**config.mk**
```make
export PLATFORM = sky130hd
export DESIGN_NAME = alu_control_mc
export DESIGN_NICKNAME = d
export VERILOG_FILES = /design/src/rtl/alu_control_mc.sv
export SDC_FILE = /design/constraint.sdc
export NUM_CORES = 1
export LEC_CHECK = 0
export CELL_PAD_IN_SITES_DETAIL_PLACEMENT = 1
export CELL_PAD_IN_SITES_GLOBAL_PLACEMENT = 1
export CORE_ASPECT_RATIO = 1.1
export CORE_MARGIN = 5
export CORE_UTILIZATION = 30
export CTS_CLUSTER_DIAMETER = 60
export DETAILED_ROUTE_END_ITERATION = 8
export PLACE_DENSITY_LB_ADDON = 0.25
export SYNTH_ARGS = -nofsm -noshare
export SYNTH_HDL_FRONTEND = slang
export SYNTH_SLANG_ARGS = --single-unit
export TNS_END_PERCENT = 30
```
**constraint.sdc**
```tcl
create_clock -name clk -period 6.6 [get_ports clk]
set_input_delay 0.99 -clock clk [delete_from_list [all_inputs] [get_ports clk]]
set_output_delay 0.99 -clock clk [all_outputs]
set_load 0.01 [all_outputs]
```
**src/rtl/alu_control_mc.sv**
```systemverilog
// alu_control_mc: registered ALU/MDU decode with multi-cycle MUL/DIV sequencing and stall
module alu_control_mc #(
   parameter int ALU_OP_WIDTH = 3,
   parameter int OP_WIDTH     = 5,
   parameter int MUL_CYCLES   = 4,
   parameter int DIV_CYCLES   = 33,
   parameter int CNT_WIDTH    = 6
) (
   input  logic                    clk,
   input  logic                    reset,
   input  logic                    valid_i,
   input  logic                    flush_i,
   input  logic [6:0]              funct7_i,
   input  logic [ALU_OP_WIDTH-1:0] ALU_Op_i,
   input  logic [2:0]              funct3_i,
   input  logic                    div_zero_i,
   output logic [OP_WIDTH-1:0]     ALU_Operation_o,
   output logic                    alu_valid_o,
   output logic                    mdu_start_o,
   output logic                    mdu_done_o,
   output logic                    stall_o,
   output logic                    illegal_o
);
   typedef enum logic [1:0] {IDLE, MUL, DIV, DONE} state_e;
   state_e               state_q;
   logic [CNT_WIDTH-1:0] cnt_q;
   logic [OP_WIDTH-1:0]  op_q;
   logic                 alu_valid_q, mdu_start_q, mdu_done_q, illegal_q;
   logic [4:0]           base_d, op_d;
   logic                 ill_d, capture;
   // funct3 table shared by R (funct7=0) and the plain I-type immediates
   always_comb begin
      case (funct3_i)
         3'b000:  base_d = 5'b00000;
         3'b001:  base_d = 5'b00101;
         3'b010:  base_d = 5'b01010;
         3'b011:  base_d = 5'b01011;
         3'b100:  base_d = 5'b00010;
         3'b101:  base_d = 5'b00111;
         3'b110:  base_d = 5'b00011;
         default: base_d = 5'b00100;
      endcase
   end
   // full decode; illegal encodings fall back to ADD so EX can trap cleanly
   always_comb begin
      op_d  = 5'b00000;
      ill_d = 1'b0;
      case (ALU_Op_i)
         ALU_OP_WIDTH'(0): begin
            if (funct7_i == 7'b0000000) op_d = base_d;
            else if (funct7_i == 7'b0100000 && funct3_i == 3'b000) op_d = 5'b00001;
            else if (funct7_i == 7'b0100000 && funct3_i == 3'b101) op_d = 5'b00110;
            else if (funct7_i == 7'b0000001) op_d = {2'b10, funct3_i};
            else ill_d = 1'b1;
         end
         ALU_OP_WIDTH'(1): begin
            if (funct3_i == 3'b001) begin
               if (funct7_i == 7'b0000000) op_d = 5'b00101;
               else ill_d = 1'b1;
            end else if (funct3_i == 3'b101) begin
               if (funct7_i == 7'b0000000) op_d = 5'b00111;
               else if (funct7_i == 7'b0100000) op_d = 5'b00110;
               else ill_d = 1'b1;
            end else op_d = base_d;
         end
         ALU_OP_WIDTH'(2): op_d = 5'b01001;
         ALU_OP_WIDTH'(3): op_d = 5'b01100;
         ALU_OP_WIDTH'(4): op_d = 5'b01101;
         default:          ill_d = 1'b1;
      endcase
   end
   assign capture = state_q == IDLE && valid_i && !flush_i;
   assign stall_o = state_q == MUL || state_q == DIV || (capture && op_d[4]);
   // sequencer: captures in IDLE, counts MDU latency, emits one-cycle start/done/valid pulses
   always_ff @(posedge clk) begin
      if (reset) begin
         state_q     <= IDLE;
         cnt_q       <= '0;
         op_q        <= '0;
         alu_valid_q <= 1'b0;
         mdu_start_q <= 1'b0;
         mdu_done_q  <= 1'b0;
         illegal_q   <= 1'b0;
      end else begin
         alu_valid_q <= 1'b0;
         mdu_start_q <= 1'b0;
         mdu_done_q  <= 1'b0;
         illegal_q   <= 1'b0;
         if (flush_i) begin
            state_q <= IDLE;
            cnt_q   <= '0;
         end else begin
            case (state_q)
               IDLE: if (valid_i) begin
                  op_q <= OP_WIDTH'(op_d);
                  if (!op_d[4]) begin
                     alu_valid_q <= 1'b1;
                     illegal_q   <= ill_d;
                  end else begin
                     mdu_start_q <= 1'b1;
                     if (op_d[2]) begin
                        cnt_q <= CNT_WIDTH'(DIV_CYCLES - 2);
                        if (div_zero_i) begin
                           state_q    <= DONE;
                           mdu_done_q <= 1'b1;
                        end else state_q <= DIV;
                     end else begin
                        cnt_q   <= CNT_WIDTH'(MUL_CYCLES - 2);
                        state_q <= MUL;
                     end
                  end
               end
               MUL, DIV: if (cnt_q == '0) begin
                  state_q    <= DONE;
                  mdu_done_q <= 1'b1;
               end else cnt_q <= cnt_q - 1'b1;
               DONE: state_q <= IDLE;
            endcase
         end
      end
   end
   assign ALU_Operation_o = op_q;
   assign alu_valid_o     = alu_valid_q;
   assign mdu_start_o     = mdu_start_q;
   assign mdu_done_o      = mdu_done_q;
   assign illegal_o       = illegal_q;
endmodule

```
== Word-level counts from Yosys, hierarchy flattened ==
Cells that the tools add are included.

* Register bits after elaboration: 17
* Input port bits: 18
* Output and inout port bits: 10
* Word-level logic and storage cells: 92

* Add/sub/neg operators: 1
* Equal/unequal tests: 19
* Multiplexer cells: 40
* Bitwise gates (word level): 3
* Reduce and logical (&&, ||, !) cells: 22

{| class="wikitable"
|+ Operators by type and width
! operator !! count
|-
| $mux W5 || 7
|-
| $pmux W4 S7 || 1
|-
| $pmux W5 S5 || 1
|-
| $mux W6 || 3
|-
| $mux W1 || 17
|-
| $eq A3 B2 Y1 const B || 4
|-
| $eq A3 B3 Y1 const B || 4
|-
| $pmux W6 S2 || 1
|-
| $mux W3 || 3
|-
| $mux W2 || 4
|-
| $ne A2 B2 Y1 const B || 4
|-
| $eq A7 B1 Y1 const B || 1
|-
| $eq A7 B6 Y1 const B || 1
|-
| $logic_not A7 Y1 || 1
|-
| $eq A3 B1 Y1 const B || 2
|-
| $logic_not A3 Y1 || 2
|-
| $logic_not A6 Y1 || 1
|-
| $pmux W2 S3 || 1
|-
| $reduce_and A3 Y1 || 2
|-
| $sub A6 B1 Y6 const B || 1
|-
| $logic_and A1 B1 Y1 || 5
|-
| $reduce_or A5 Y1 || 1
|-
| $eq A2 B2 Y1 const B || 2
|-
| $reduce_and A4 Y1 || 1
|-
| other kinds (11) || 15
|}

== Longest topological paths before layout ==
Gate-level depths: netlist of the first run.

* Depth in word-level cells: 10
* Depth in mapped cells: 8

== Worst setup path after synthesis of the first run ==
No wires, ideal clock.

* Path type: input-to-output
* Start: in funct7_i[6]
* End: out stall_o
* Data arrival time: 2.052 ns
* Setup slack: 3.558 ns
* Stages on the path: 5
* Cell sequence: or3_1 -> buf_2 -> nor2_1 -> nand4b_1 -> o21ai_0

* Word-level cells in the longest chain between the ends: 8
* Elaborated cells between the ends (all ways): 12
* Classes of those cells: 2 x eq/ne; 5 x mux; 5 x reduce/logical

{| class="wikitable"
|+ RTL lines
! what !! line !! text
|-
| start: declaration || 13 || <nowiki>input logic [6:0] funct7_i,</nowiki>
|-
| $eq A7 B1 Y1 or $eq A7 B6 Y1 (tied branches) || 53, 51, 52 ||
|-
| $mux W5 or $logic_and A1 B1 Y1 (tied branches) || 53, 52 ||
|-
| $mux W5 || 52 || <nowiki>else if (funct7_i == 7'b0100000 && funct3_i == 3'b101) op_d = 5'b00110;</nowiki>
|-
| $mux W5 || 51 || <nowiki>else if (funct7_i == 7'b0100000 && funct3_i == 3'b000) op_d = 5'b00001;</nowiki>
|-
| $mux W5 * || 50 || <nowiki>if (funct7_i == 7'b0000000) op_d = base_d;</nowiki>
|-
| $pmux W5 S5 * || 48 || <nowiki>case (ALU_Op_i)</nowiki>
|-
| $logic_and A1 B1 Y1 * || 73 || <nowiki>assign stall_o = state_q == MUL || state_q == DIV || (capture && op_d[4]);</nowiki>
|-
| $logic_or A1 B1 Y1 * || 73 ||
|-
| end: declaration || 21 || <nowiki>output logic stall_o,</nowiki>
|}

Mark *: on every way between the ends. The rest lies on a longest branch, timed or not.

== Worst setup path in the final report of the first run ==
Ends and elaborated chain as after synthesis.

==> results of run 1 <==
worst max-delay path by stage:
stage,start,endpoint,slack [ns],cells after the start
after CTS,funct7_i[6],stall_o,2.47,6
after global routing,funct7_i[6],stall_o,2.38,6
final,funct7_i[6],stall_o,2.48,6
after detailed placement,funct7_i[6],stall_o,2.49,6
after global placement,funct7_i[6],stall_o,2.64,6
after floorplan,funct7_i[6],stall_o,3.56,5
area by class of cell:
class / instances / share of cell area, %
clock buffer: 3 / 2.73
clock inverter: 1 / 0.331
multi-input combinational: 115 / 49.5
sequential: 17 / 22.5
timing repair buffer: 27 / 17.9
tap: 50 / 4.14
inverter: 12 / 2.98
worst reg2reg max path: stages, from the launching register on:
cell and delay, ns:
dfxtp_1 0.36, inv_1 0.06, ha_1 0.56, o21ai_1 0.30
a21oi_2 0.36, o21ai_0 0.15, a32o_1 0.24
per-layer routing:
metal | vias to the layer above | global-route usage, % | wire length, um
met5 | - | 0 | 0
met4 | 0 | 2.60 | 23
met3 | 4 | 3.30 | 161
met2 | 23 | 25.5 | 1750
met1 | 563 | 14.5 | 1530
li1 | 594 | - | -
state kept, by name, summed over array words and instances, names as in the netlist:
register and count:
mdu_done_o 1, mdu_start_o 1, alu_valid_o 1, cnt_q 6, illegal_o 1, state_q 2
ALU_Operation_o 5
placed cells by master (no fill, tap or decap), types with 3 or more instances in the layout:
| master | n |
|---|---|
| a31oi_1 | 3 |
| or2_2 | 3 |
| clkbuf_8 | 3 |
| nand2b_1 | 3 |
| a21oi_1 | 13 |
| ha_1 | 3 |
| nand2_1 | 9 |
| a32o_1 | 3 |
| or3_1 | 5 |
| a22oi_1 | 3 |
| nor2_1 | 14 |
| and2b_2 | 3 |
| nor3_1 | 5 |
| inv_1 | 12 |
| dfxtp_1 | 17 |
| clkdlybuf4s50_1 | 27 |
| o21ai_0 | 12 |
stage by stage:
step | std cells | cell area (um2)
finish | 225 | 1510
global route | 225 | 1510
CTS | 225 | 1510
detailed placement | 221 | 1470
global placement | 221 | 1470
floorplan | 150 | 1170
kinds of logic (layout without fill, tap and decap cells):
group	Yosys count	after routing	share of synthesized area [%]
muxes	1	1	0.857
xor gates and xnor gates	1	1	0.750
DFF	17	17	29.2
and+or+nand+nor	59	59	28.7
AOI/OAI and AO/OA	51	51	30.5
buffers and inverters	18	43	6.75
adders and majority gates	3	3	3.22
power by group through the flow:
stage                     logic (mW)  clock network, mW  registers (mW)
after global placement        0.0384                  0           0.107
after detailed placement      0.0397                  0           0.107
final                         0.0397             0.0826           0.105
after CTS                     0.0400             0.0850           0.105
after floorplan               0.0191                  0           0.108
after global routing          0.0429             0.0895           0.105
==> results.toml, run 1 <==
[worst_setup_path]
worst_ep_arrival_time_ns = 3.13
critical_path.top_delay_family = "buffers and inverters"
cp_cell_sequence = "clkdlybuf4s50_1, or3_1, nor2_1, nand4b_1, o21ai_0, clkdlybuf4s50_1"
ff2ff_setup_slack_ns = 4.48
critical_path_buf_inv_count = 2
r2r.worst_path.cells = 6
worst_r2r_startpoint = "state_q[1]"
cp_common_cell = "clkdlybuf4s50_1"
worstPathMaxFanout = 6
timing.critical_path.required_ns = 5.61
timing.critical_path.slowest_cell_delay_ns = 0.60
terminus_of_the_critical_flop_to_flop_path = "cnt_q[2]"
crit_path_top_delay_cell = "clkdlybuf4s50_1"
critical_path.startpoint_type = "input port"
critical_path.endpoint_type = "output port"
timing.setup.critical_path_class = "in -> out"

[synth]
mean_syn_cell_area_um2 = 7.78
yosys-top-cells-area = "dfxtp_1, a21oi_1, o21ai_0, nor2_1, inv_1"
synth.most_common_cell = "dfxtp_1"
proportion_of_netlist_area_held_by_the_largest_area_contributor_pct = 29.2
ys_top_cells_by_count = "dfxtp_1, nor2_1, a21oi_1"
yosys.area.top_type = "dfxtp_1"
netlist_area_um2 = 1170
yosysWarnings = 0
synth.distinct_cells = 46
synth.ff_latch_count = 17
synthFlopType = "dfxtp_1"
synth_seq_area_share_pct = 29.2
synthCells = 150
postSynth.asyncResetShare_pct = 0
synthesis.nets = 171
synth-edff-count = 0

[sta]
hold-worst-slack_ns = 0.458
tightest_slew_ns = 0.507
finalSetupViolations = 0
fin_setup_tns_ns = 0
fmax_mhz = 243
report.final.hold_viol_count = 0
final.min_clock_period_ns = 4.12
timing_max_transition_violations_final = 0
min_period_over_period_pct = 62.5
timing.max_slew.rel_slack_pct = 66.0
rsz0062_at_grt = "no"
postLayoutSetupSlackWorst_ns = 2.48
fin_worst_skew_ns = 0.00588

[floorplanning]
die_y_um = 75.4
floorplan.core_area_um2 = 3710
floorplan.die.width_um = 69.5
ios = 28
initial_core_util_pct = 31.4
die_area_um2 = 5240
num_rows = 23

[clock_tree]
cts_post_setup_buffers_inserted = 0
clock_tree_from_tritoncts = "built"
post_cts_resized = 0
numCtsBuffers = 3
htreeDepth = 1
clk_path_buf_depth = 2
clockRootBuffer = "clkbuf_8"
cts.hold.buffers_added = 0
worst_setup_hold_path_clk_slew_ns = 0.07
clkLatencyLatePin_ns = 0.26
clock_sink_count = 17

[power_and_ir_drop]
power.sequential.fraction_pct = 46.1
pnr_total_power_mw = 0.227
ir_drop_mv = 0.103
fraction_of_power_consumed_by_combinational_cells_pct = 17.5
net_switching_power_mw = 0.0614
share_clk_of_total_power_pct = 36.4
cellLeakagePower_nw = 0.535
power-per-cell-area_nw_per_um2 = 150
power.internal_mw = 0.165
switching_share_pct = 27.1

[final_layout]
num-nets-final = 197
multi_input_gate_area_um2 = 748
layout.area.seq_um2 = 340
fill_cells = 456
antenna-diode-count = 0
area_overhead_of_the_layout_relative_to_synthesis_pct = 29.6
layout.core_utilization_pct = 40.7
final_layout_size_suffix_gt1_share_pct = 12.0

[grt]
grt_first_pass_wirelength_um = 5670
grt_usage_pct = 13.1
via_count_of_the_first_global_routing_pass = 1273
grt_antenna_before_repair = 0
grt_start_max_net_pins = 15
globalRouteOverflowTotal = 0

[drt]
via_count = 1184
drt-vias-per-instance = 5.26
overall_routed_net_length_um = 3470
ant_nets = 0
drt_first_pass_iters = 4
remaining_drc_errors = 0
drt_iter0_markers = 71
wl_per_cell_um = 15.4

[hold_path]
startpoint_of_the_tightest_hold_check_path = "ALU_Operation_o[1]"
whs_endpoint = "ALU_Operation_o[1]"
classification_of_the_worst_slack_hold_path = "reg -> reg"
worstHoldPathCells = 2

[flow_run]
max-cap-violations = 0

[placement]
hpwl_after_detailed_placement_um = 2800
place.gp.congestion = 0.766
io_buffers = 27
preCtsSetupSlack_ns = 2.49

[outcome]
outcome = "finished, final reports clean"
(Power assumes the default switching activity.)
==> inputs of run 2 (changes only) <==
- clock period: 6.6 -> 3.6 ns (I/O delays scaled with it)
==> run 2 against run 1 <==
Wire length shrank 1.3%; critical path depth is the same; clock skew shrank 0.0012 ns; cell area grew 0.50%; total power grew 80%; sequential share of layout area shrank 0.11 points; largest power group unchanged; highest routed layer unchanged.
==> results.toml, run 2 (synthesis gave the netlist of run 1 again) <==
[floorplanning]
die_area_um2 = 5240
initial_core_util_pct = 31.4
num_rows = 23
floorplan.die.width_um = 69.5
ios = 28
floorplan.core_area_um2 = 3710
die_y_um = 75.4

[sta]
finalSetupViolations = 0
report.final.hold_viol_count = 0
fmax_mhz = 323
min_period_over_period_pct = 86.0
fin_worst_skew_ns = 0.00471
fin_setup_tns_ns = 0
timing.max_slew.rel_slack_pct = 69.6
timing_max_transition_violations_final = 0
postLayoutSetupSlackWorst_ns = 0.503
tightest_slew_ns = 0.453
final.min_clock_period_ns = 3.10
rsz0062_at_grt = "no"

[clock_tree]
post_cts_resized = 0
cts_post_setup_buffers_inserted = 0
clkLatencyLatePin_ns = 0.25
clock_sink_count = 17
numCtsBuffers = 3
htreeDepth = 1
cts.hold.buffers_added = 0
clk_path_buf_depth = 2
clockRootBuffer = "clkbuf_8"
clock_tree_from_tritoncts = "built"
worst_setup_hold_path_clk_slew_ns = 0.07

[grt]
via_count_of_the_first_global_routing_pass = 1274
grt_start_max_net_pins = 15
globalRouteOverflowTotal = 0
grt_first_pass_wirelength_um = 5900
grt_antenna_before_repair = 0
grt_usage_pct = 14.0

[worst_setup_path]
ff2ff_setup_slack_ns = 1.51
critical_path.top_delay_family = "buffers and inverters"
worstPathMaxFanout = 6
critical_path.endpoint_type = "output port"
terminus_of_the_critical_flop_to_flop_path = "cnt_q[2]"
timing.setup.critical_path_class = "in -> out"
timing.critical_path.required_ns = 3.06
timing.critical_path.slowest_cell_delay_ns = 0.56
worst_r2r_startpoint = "state_q[0]"
r2r.worst_path.cells = 6
crit_path_top_delay_cell = "clkdlybuf4s50_1"
cp_common_cell = "clkdlybuf4s50_1"
critical_path_buf_inv_count = 2
worst_ep_arrival_time_ns = 2.56
critical_path.startpoint_type = "input port"
cp_cell_sequence = "clkdlybuf4s50_1, or3_1, nor2_1, nand4b_1, o21ai_0, clkdlybuf4s50_1"

[power_and_ir_drop]
switching_share_pct = 25.7
fraction_of_power_consumed_by_combinational_cells_pct = 18.0
net_switching_power_mw = 0.105
power-per-cell-area_nw_per_um2 = 269
share_clk_of_total_power_pct = 35.1
cellLeakagePower_nw = 0.540
power.internal_mw = 0.304
pnr_total_power_mw = 0.409
ir_drop_mv = 0.211
power.sequential.fraction_pct = 46.9

[final_layout]
post-route-cell-area_um2 = 1520
area_overhead_of_the_layout_relative_to_synthesis_pct = 30.2
layout.area.seq_um2 = 340
final_layout_size_suffix_gt1_share_pct = 12.5
largest_register = "cnt_q"
multi_input_gate_area_um2 = 748
leading_cell_types_in_the_layout_fill_and_taps_excluded = "clkdlybuf4s50_1, dfxtp_1, nor2_1, a21oi_1"
num-nets-final = 198
layout.cells.most_common = "clkdlybuf4s50_1"
largest_register_ffs = 6
antenna-diode-count = 0
fill_cells = 456

[drt]
wl_per_cell_um = 15.1
drt_iter0_markers = 122
drt_first_pass_iters = 4
drt-vias-per-instance = 5.32
remaining_drc_errors = 0
ant_nets = 0
overall_routed_net_length_um = 3420
via_count = 1203

[hold_path]
classification_of_the_worst_slack_hold_path = "reg -> reg"
worstHoldPathCells = 2
startpoint_of_the_tightest_hold_check_path = "ALU_Operation_o[1]"
whs_endpoint = "ALU_Operation_o[1]"

[placement]
io_buffers = 27
place.gp.congestion = 0.814
dpl_cell_area_um2 = 1470
hpwl_after_detailed_placement_um = 2820
preCtsSetupSlack_ns = 0.478

[outcome]
outcome = "finished, final reports clean"

[flow_run]
max-cap-violations = 0
[run 2: layer usage]
metal	GRT usage [%]	share of wire (%)	vias up
li1	-	-	597
met1	15.5	44	581
met2	26.8	51	23
met3	4.22	5.0	2
met4	2.60	0.58	0
met5	0	0	-
[run 2: cell type report]
| class | count | area share, % |
|---|---|---|
| Multi-Input combinational cell | 115 | 49.2 |
| Sequential cell | 17 | 22.4 |
| Timing Repair Buffer | 28 | 18.3 |
| Tap cell | 50 | 4.12 |
| Inverter | 12 | 2.96 |
| Clock buffer | 3 | 2.72 |
| Clock inverter | 1 | 0.329 |
[run 2: power by group through the flow]
stage | combinational, mW | sequential (mW) | clock [mW]
floorplan | 0.0350 | 0.197 | 0
global placement | 0.0717 | 0.196 | 0
detailed placement | 0.0735 | 0.196 | 0
CTS | 0.0737 | 0.192 | 0.149
global route | 0.0803 | 0.192 | 0.160
finish | 0.0736 | 0.192 | 0.144
[run 2: through the flow]
stage	hold slack, ns	cells	util [%]
floorplan	0.449	150	-
global placement	0.441	222	39.7
detailed placement	0.466	222	39.7
CTS	0.477	226	41.0
global route	0.486	226	41.0
finish	0.470	226	41.0
[run 2: worst max-delay path by stage]
stage	start	to	cells after the start
after floorplan	funct7_i[6]	mdu_done_o	7
after global placement	funct7_i[6]	mdu_done_o	7
after detailed placement	funct7_i[6]	mdu_done_o	7
after CTS	funct7_i[6]	stall_o	6
after global routing	funct7_i[6]	stall_o	6
final	funct7_i[6]	stall_o	6
[run 2: worst register-to-register path, cell delays in order, from the launching register on]
cell and delay [ns]:
dfxtp_1 0.36, inv_1 0.06, ha_1 0.55, o21ai_1 0.27, a21oi_2 0.36, o21ai_0 0.15, a32o_1 0.23
